File: src/rtl/psc_channel_array.sv
// Multi-lane parallel/serial converter with one shared IDLE/SHIFT/DONE controller.
// Each lane moves a WORD_LENGTH word as WORD_LENGTH/SERIAL_WIDTH serial beats.
module psc_channel_array #(
  parameter int NUM_CHANNELS = 4,
  parameter int WORD_LENGTH  = 32,
  parameter int SERIAL_WIDTH = 8,
  parameter bit MSB_FIRST    = 1'b0
) (
  input  logic                                 clk,
  input  logic                                 reset,
  input  logic [1:0]                           mode,
  input  logic                                 start,
  input  logic [NUM_CHANNELS-1:0]              channel_en,
  output logic                                 busy,
  output logic                                 finish,
  input  logic [SERIAL_WIDTH*NUM_CHANNELS-1:0] serial_data_in,
  input  logic [WORD_LENGTH*NUM_CHANNELS-1:0]  parallel_data_in,
  output logic [SERIAL_WIDTH*NUM_CHANNELS-1:0] serial_data_out,
  output logic [NUM_CHANNELS-1:0]              serial_valid,
  output logic [WORD_LENGTH*NUM_CHANNELS-1:0]  parallel_data_out,
  output logic [NUM_CHANNELS-1:0]              parallel_valid
);

  localparam int BEATS = WORD_LENGTH / SERIAL_WIDTH;
  localparam int CNT_W = (BEATS > 1) ? $clog2(BEATS) : 1;
  localparam logic [CNT_W-1:0] LAST = CNT_W'(BEATS - 1);

  typedef enum logic [1:0] {IDLE, SHIFT, DONE} state_t;

  state_t                    state_q, state_d;
  logic [CNT_W-1:0]          cnt_q;
  logic [1:0]                mode_q;
  logic [NUM_CHANNELS-1:0]   en_q;
  logic                      accept;

  logic [WORD_LENGTH-1:0]    word_q   [NUM_CHANNELS];
  logic [WORD_LENGTH-1:0]    asm_q    [NUM_CHANNELS];
  logic [WORD_LENGTH-1:0]    asm_next [NUM_CHANNELS];
  logic [SERIAL_WIDTH-1:0]   ser_q    [NUM_CHANNELS];
  logic [WORD_LENGTH-1:0]    par_q    [NUM_CHANNELS];
  logic [NUM_CHANNELS-1:0]   ser_vld;
  logic [NUM_CHANNELS-1:0]   par_vld;

  // Beat k of the transfer maps to word slot k, or mirrored when MSB goes first.
  function automatic logic [CNT_W-1:0] slot(input logic [CNT_W-1:0] k);
    return MSB_FIRST ? (LAST - k) : k;
  endfunction

  function automatic logic [SERIAL_WIDTH-1:0] get_beat(input logic [WORD_LENGTH-1:0] w,
                                                       input logic [CNT_W-1:0] k);
    logic [SERIAL_WIDTH-1:0] r;
    r = '0;
    for (int j = 0; j < BEATS; j++)
      if (slot(k) == CNT_W'(j)) r = w[SERIAL_WIDTH*j +: SERIAL_WIDTH];
    return r;
  endfunction

  function automatic logic [WORD_LENGTH-1:0] put_beat(input logic [WORD_LENGTH-1:0] w,
                                                      input logic [CNT_W-1:0] k,
                                                      input logic [SERIAL_WIDTH-1:0] b);
    logic [WORD_LENGTH-1:0] r;
    r = w;
    for (int j = 0; j < BEATS; j++)
      if (slot(k) == CNT_W'(j)) r[SERIAL_WIDTH*j +: SERIAL_WIDTH] = b;
    return r;
  endfunction

  assign accept = (state_q == IDLE) && start && (mode != 2'b00) && (|channel_en);
  assign busy   = (state_q != IDLE);
  assign finish = (state_q == DONE);

  always_comb begin
    state_d = state_q;
    case (state_q)
      IDLE:    if (accept) state_d = SHIFT;
      SHIFT:   if (cnt_q == LAST) state_d = DONE;
      DONE:    state_d = IDLE;
      default: state_d = IDLE;
    endcase
  end

  always_ff @(posedge clk) begin
    if (!reset) begin
      state_q <= IDLE;
      cnt_q   <= '0;
      mode_q  <= 2'b00;
      en_q    <= '0;
    end else begin
      state_q <= state_d;
      if (accept) begin
        mode_q <= mode;
        en_q   <= channel_en;
        cnt_q  <= '0;
      end else if (state_q == SHIFT) begin
        cnt_q <= (cnt_q == LAST) ? '0 : cnt_q + 1'b1;
      end
    end
  end

  // Receive side: mode 10 takes beats from the pins, loopback from its own serial output.
  always_comb begin
    for (int i = 0; i < NUM_CHANNELS; i++)
      asm_next[i] = put_beat(asm_q[i], cnt_q,
                             mode_q[0] ? ser_q[i] : serial_data_in[SERIAL_WIDTH*i +: SERIAL_WIDTH]);
  end

  always_ff @(posedge clk) begin
    for (int i = 0; i < NUM_CHANNELS; i++) begin
      if (accept) word_q[i] <= parallel_data_in[WORD_LENGTH*i +: WORD_LENGTH];
      if (state_q == SHIFT && mode_q[1]) asm_q[i] <= asm_next[i];
    end
  end

  always_ff @(posedge clk) begin
    if (!reset) begin
      ser_vld <= '0;
      par_vld <= '0;
      for (int i = 0; i < NUM_CHANNELS; i++) begin
        ser_q[i] <= '0;
        par_q[i] <= '0;
      end
    end else begin
      par_vld <= '0;
      if (accept) begin
        ser_vld <= mode[0] ? channel_en : '0;
        for (int i = 0; i < NUM_CHANNELS; i++)
          ser_q[i] <= (mode[0] && channel_en[i])
                      ? get_beat(parallel_data_in[WORD_LENGTH*i +: WORD_LENGTH], '0) : '0;
      end else if (state_q == SHIFT) begin
        if (cnt_q == LAST) begin
          ser_vld <= '0;
          for (int i = 0; i < NUM_CHANNELS; i++) begin
            ser_q[i] <= '0;
            if (mode_q[1] && en_q[i]) begin
              par_q[i]   <= asm_next[i];
              par_vld[i] <= 1'b1;
            end
          end
        end else begin
          for (int i = 0; i < NUM_CHANNELS; i++)
            ser_q[i] <= (mode_q[0] && en_q[i]) ? get_beat(word_q[i], cnt_q + 1'b1) : '0;
        end
      end
    end
  end

  always_comb begin
    serial_data_out   = '0;
    parallel_data_out = '0;
    for (int i = 0; i < NUM_CHANNELS; i++) begin
      serial_data_out[SERIAL_WIDTH*i +: SERIAL_WIDTH] = ser_q[i];
      parallel_data_out[WORD_LENGTH*i +: WORD_LENGTH] = par_q[i];
    end
  end

  assign serial_valid   = ser_vld;
  assign parallel_valid = par_vld;

endmodule

File: config.mk
export PLATFORM = sky130hd
export DESIGN_NAME = psc_channel_array
export DESIGN_NICKNAME = d
export VERILOG_FILES = /design/src/rtl/psc_channel_array.sv
export SDC_FILE = /design/constraint.sdc
export NUM_CORES = 1
export LEC_CHECK = 0
export ABC_AREA = 1
export BUFFER_PORTS_ARGS = -buffer_cell sky130_fd_sc_hd__buf_4
export CAP_MARGIN = 20
export CORE_AREA = 3 3 214 216
export CTS_CLUSTER_SIZE = 20
export DETAILED_ROUTE_END_ITERATION = 6
export DIE_AREA = 0 0 217 219
export HOLD_SLACK_MARGIN = 0.06
export PLACE_DENSITY_LB_ADDON = 0.12
export SLEW_MARGIN = 25
export SYNTH_ARGS = -nofsm -noshare
export SYNTH_HDL_FRONTEND = slang
export SYNTH_SLANG_ARGS = --single-unit
File: constraint.sdc
create_clock -name clk -period 16.9 [get_ports clk]
set_clock_uncertainty 0.05 [all_clocks]
set_input_delay 0 -clock clk [delete_from_list [all_inputs] [get_ports clk]]
set_output_delay 0 -clock clk [all_outputs]
set_load 0.02 [all_outputs]
After elaboration in Yosys (flattened, before gate mapping)

Memories as Yosys holds them, arrays and structs flattened.
Index checks and enable logic that the tools add are counted.

Bits in registers: 18
Memory bits (writable): 416
Input port bits: 169
Output and inout bits: 170
Memories kept: 4

Add/subtract/negate cells: 1
Equality and inequality tests: 10
Multiplexer cells: 133
Bitwise logic cells: 19
Reductions and logical operators: 28

Memory list:

| memory | depth | bits a word | rd ports | clocked after Yosys merged registers in | write ports | line | text |
|---|---|---|---|---|---|---|---|
| asm_q  | 4     | 32          | 4        | 0                                       | 4           | 37   | `logic [WORD_LENGTH-1:0] asm_q [NUM_CHANNELS];` |
| par_q  | 4     | 32          | 4        | 0                                       | 4           | 40   | `logic [WORD_LENGTH-1:0] par_q [NUM_CHANNELS];` |
| word_q | 4     | 32          | 4        | 0                                       | 4           | 36   | `logic [WORD_LENGTH-1:0] word_q [NUM_CHANNELS];` |
| ser_q  | 4     | 8           | 4        | 0                                       | 4           | 39   | `logic [SERIAL_WIDTH-1:0] ser_q [NUM_CHANNELS];` |

Operators by type and width:

| operator              | count |
|---|---|
| $mux W8               | 80 |
| $mux W32              | 4 |
| $mux W1               | 41 |
| $logic_and A1 B1 Y1   | 16 |
| $mux W4               | 4 |
| $or A1 B1 Y1          | 16 |
| $eq A2 B2 Y1 const B  | 5 |
| $reduce_bool A2 Y1    | 4 |
| $reduce_or A4 Y1      | 2 |
| $eq A2 B1 Y1 const B  | 3 |
| $logic_not A2 Y1      | 3 |
| $mux W2               | 3 |
| $ne A2 B2 Y1 const B  | 2 |
| $pmux W2 S2           | 1 |
| $reduce_and A2 Y1     | 2 |
| $not A1 Y1            | 3 |
| $add A2 B1 Y2 const B | 1 |
| $reduce_or A2 Y1      | 1 |

Logic depth before layout (Yosys ltp)

Depth after elaboration: 12
Gate-level depth with buffers: 10
Mapped depth without buffers: 9

Least setup slack after synthesis

No wires, ideal clock.

Kind: reg-to-reg
From: reg state_q[0]
To: mem asm_q[0][0], enable pin
Setup time: 0.616 ns
Data arrival time: 5.940 ns
Data required time: 16.234 ns
Path slack: 10.293 ns
Cell stages (with the launch flop): 5
Buffers on the path: 0
Cells stage by stage: dfxtp_1 inv_2 nor2_4 inv_1 nor2_1

RTL lines:

| element                | line | text |
|---|---|---|
| from (decl)            | 30   | `state_t state_q, state_d;` |
| from (signal assigned) | 89   | `state_q <= state_d;` |
| to (decl)              | 37   |  |

==> results.md <==
* Avg Inst Size Synth at roughly 13 sq um
* CP max-delay cell: ha_2
* Layout cells sized above 1 at approximately 24%
* Top post-synthesis cells by area: edfxtp_1 (71%), and2_1 (4.5%), nand2_1 (3.9%), a21oi_1 (3.5%), nor2_1 (3.1%)
* Hold depth at 2
* Final non-filler cell total at about 2500
* All-Layer GR Usage at between 20% and 30%
* Slew Limit Fails at 0
* Post-DP HPWL at between 30000 and 40000 microns
* Final setup fails at 0
* I/O pin count at about 340
* Filler cells at between 3000 and 4000
* Vias in the first global route at approximately 12000
* P_leak at between 9 and 10 nW
* Diodes inserted at 0
* Final Cell Area at between 20000 and 25000 sq um
* Die width at ~220 microns
* First-pass DRT Iterations at 5
* WP data arrival at roughly 3.1 ns
* Critical path type: reg -> reg
* RSZ-0062 raised after global routing: false
* Most frequent cells in the layout: edfxtp_1 (416), buf_4 (350), dlygate4sd3_1 (217), nand2_1 (185), nor2_1 (145)
* Setup ws final at 14.11 ns
* Post-place instance area at just over 20000 sq um
* Worst-margin pin slew at 0.993 ns
* Dpl cells at 2227
* DR iter-0 viols at 1088
* CP cell instances: inv_1 > ha_2 > inv_1 > or2_2 > nand3_1 > nand2_1 > nand3b_1 > nand2_1
* Synth warn at 0
* Synth area leader: edfxtp_1
* Peak Freq at approximately 0.36 GHz
* Area of the multi-input gates at 4230 sq um
* Global-route wire length before repair at 73400 microns
* Post-CTS Setup Repair Bufs at 0
* Setup TNS at 0 ns
* Root Buffer: clkbuf_16
* Drt wl/cell at a little under 20 microns
* Slew HR at around a third
* Grt total ovfl at 0
* MaxCap Viol Count at 0
* TritonCTS Buffers at 47
* PostCTS Resize Cnt at 0
* Status: finished clean
* Post-route DRC violation count at 0
* Synthesized instance count at between 1000 and 1500
* TritonCTS Sinks at approximately 430
* Maximum VDD drop at 63.1 uV
* Die Area at 47500 sq um
* Hold WS at 0.0980 ns
* Critical Path RT at ~17 ns
* Gpl congestion at 0.818
* Cell variety after synth at 31
* Largest net degree at the start of global routing at between 80 and 90
* Initial Util at 39.9%
* Syn nets at around 1500
* Total number of vias at 12300
* Crit. End Element: register
* HP Class: in -> reg
* Initial antenna violation count at 0
* Post-synth top area share at 71.0%
* Crit Path Max Fanout at 53
* Worst-path clk slew at 0.06 ns
* Core area at 44100 sq um
* Final WL at roughly 49000 microns
* Period utilisation layout at between 10% and 20%
* Area growth syn-to-layout at 38.3%
* Register bit total from synthesis at around 430
* Post-DRT Antenna Nets at 0
* Insertion delay to the later sink of the worst-skew pair at ~0.58 ns
* Pre-CTS setup slack at about 14 ns
* Seq. cell area at roughly 13000 sq um
* Nets at 2082
* Vias per inst at between 4 and 5
* Slowest cell delay on critical path at roughly 0.86 ns
* R2r worst-path depth at 8
* Commonest non-fill, non-tap cell in the layout: edfxtp_1
* H-tree Lvls at 2
* Pwr dens at 102 nW/um^2
* IO buf count at ~340
* Min Tclk post-route at about 2.8 ns
* Layout Utilization at ~55%
* Rows at between 70 and 80
* Die height at between 200 and 250 microns
* Hold Fails Final Rpt at 0
* Mapped Area at around 18000 sq um
* Longest Clk Path Bufs at 3
* Seq/Total Area, Yosys at ~73%
* Overall power at about 2.5 mW
* Startpoint types: register
* CTS tree: built
-- state kept, by name, indices dropped and copies added, names as in the netlist --
register / flops
word_q: 128
par_q: 128
state_q: 2
ser_q: 32
en_q: 4
mode_q: 2
asm_q: 128
serial_valid: 4
cnt_q: 2
parallel_valid: 4
-- final timing paths --
kind	endpoint	start	slack, ns
min reg2reg	serial_valid[1]	serial_valid[1]	0.44
max	ser_q[2][6]	cnt_q[1]	14.11
max reg2reg	ser_q[2][6]	cnt_q[1]	14.11
min	word_q[2][27]	parallel_data_in[91]	0.1
-- logic make-up (layout without fill, tap and decap cells) --
kind of cell	after synthesis	in the layout	synth area share, %
adder cells (fa/ha/maj)	8	8	0.569
flip-flops	434	434	73.0
multiplexers	32	32	1.95
buffers and inverters	108	694	3.26
AO/OA/AOI/OAI	212	212	6.07
AND/OR/NAND/NOR	563	563	15.1
-- synthesized netlist by cell type (all sizes together) --
library cell and n:
edfxtp 416, nand2 186, nor2 153, and2 128, a21oi 122, o21ai 86, nand3 72, buf 39
clkbuf 34, mux2i 32, inv 30, dfxtp 18, or2 12, nand4 9, ha 8, clkinv 5
nand3b 3, o22ai 2, o211ai 1, o21bai 1
-- repair_timing --
| action | 4_1_cts | 5_1_grt |
|---|---|---|
| endpoints found under the hold margin | 382 | 0 |
| endpoints found under the setup margin | 0 | 0 |
| hold buffers | 217 | 0 |
-- routing by layer --
layer | part of all wire, % | up-vias | track usage [%]
met5 | 0 | - | 0
met4 | 2.5 | 0 | 6.37
met3 | 6.9 | 84 | 3.81
met2 | 46 | 480 | 31.7
met1 | 45 | 5900 | 28.9
li1 | - | 5885 | -
-- layout make-up --
cell class | count | area share, %
Sequential cell | 434 | 52.8
Timing Repair Buffer | 572 | 20.2
Multi-Input combinational cell | 815 | 17.4
Clock buffer | 66 | 5.21
Tap cell | 592 | 3.04
Clock inverter | 21 | 0.766
Inverter | 35 | 0.571
-- where the power goes --
| part | switching (mW) | leakage (nW) | internal, mW |
|---|---|---|---|
| Sequential | 0.0224 | 4.18 | 1.23 |
| Clock | 0.416 | 0.710 | 0.570 |
| Combinational | 0.140 | 4.63 | 0.110 |
-- critical path, delay by kind of cell (launching register included) --
family	cells	cell delay [ns]
buf+inv	2	0.59
simple gates	5	0.67
fa+ha+maj	1	0.86
flops	1	0.35
Power figures use the tool's default switching activity.
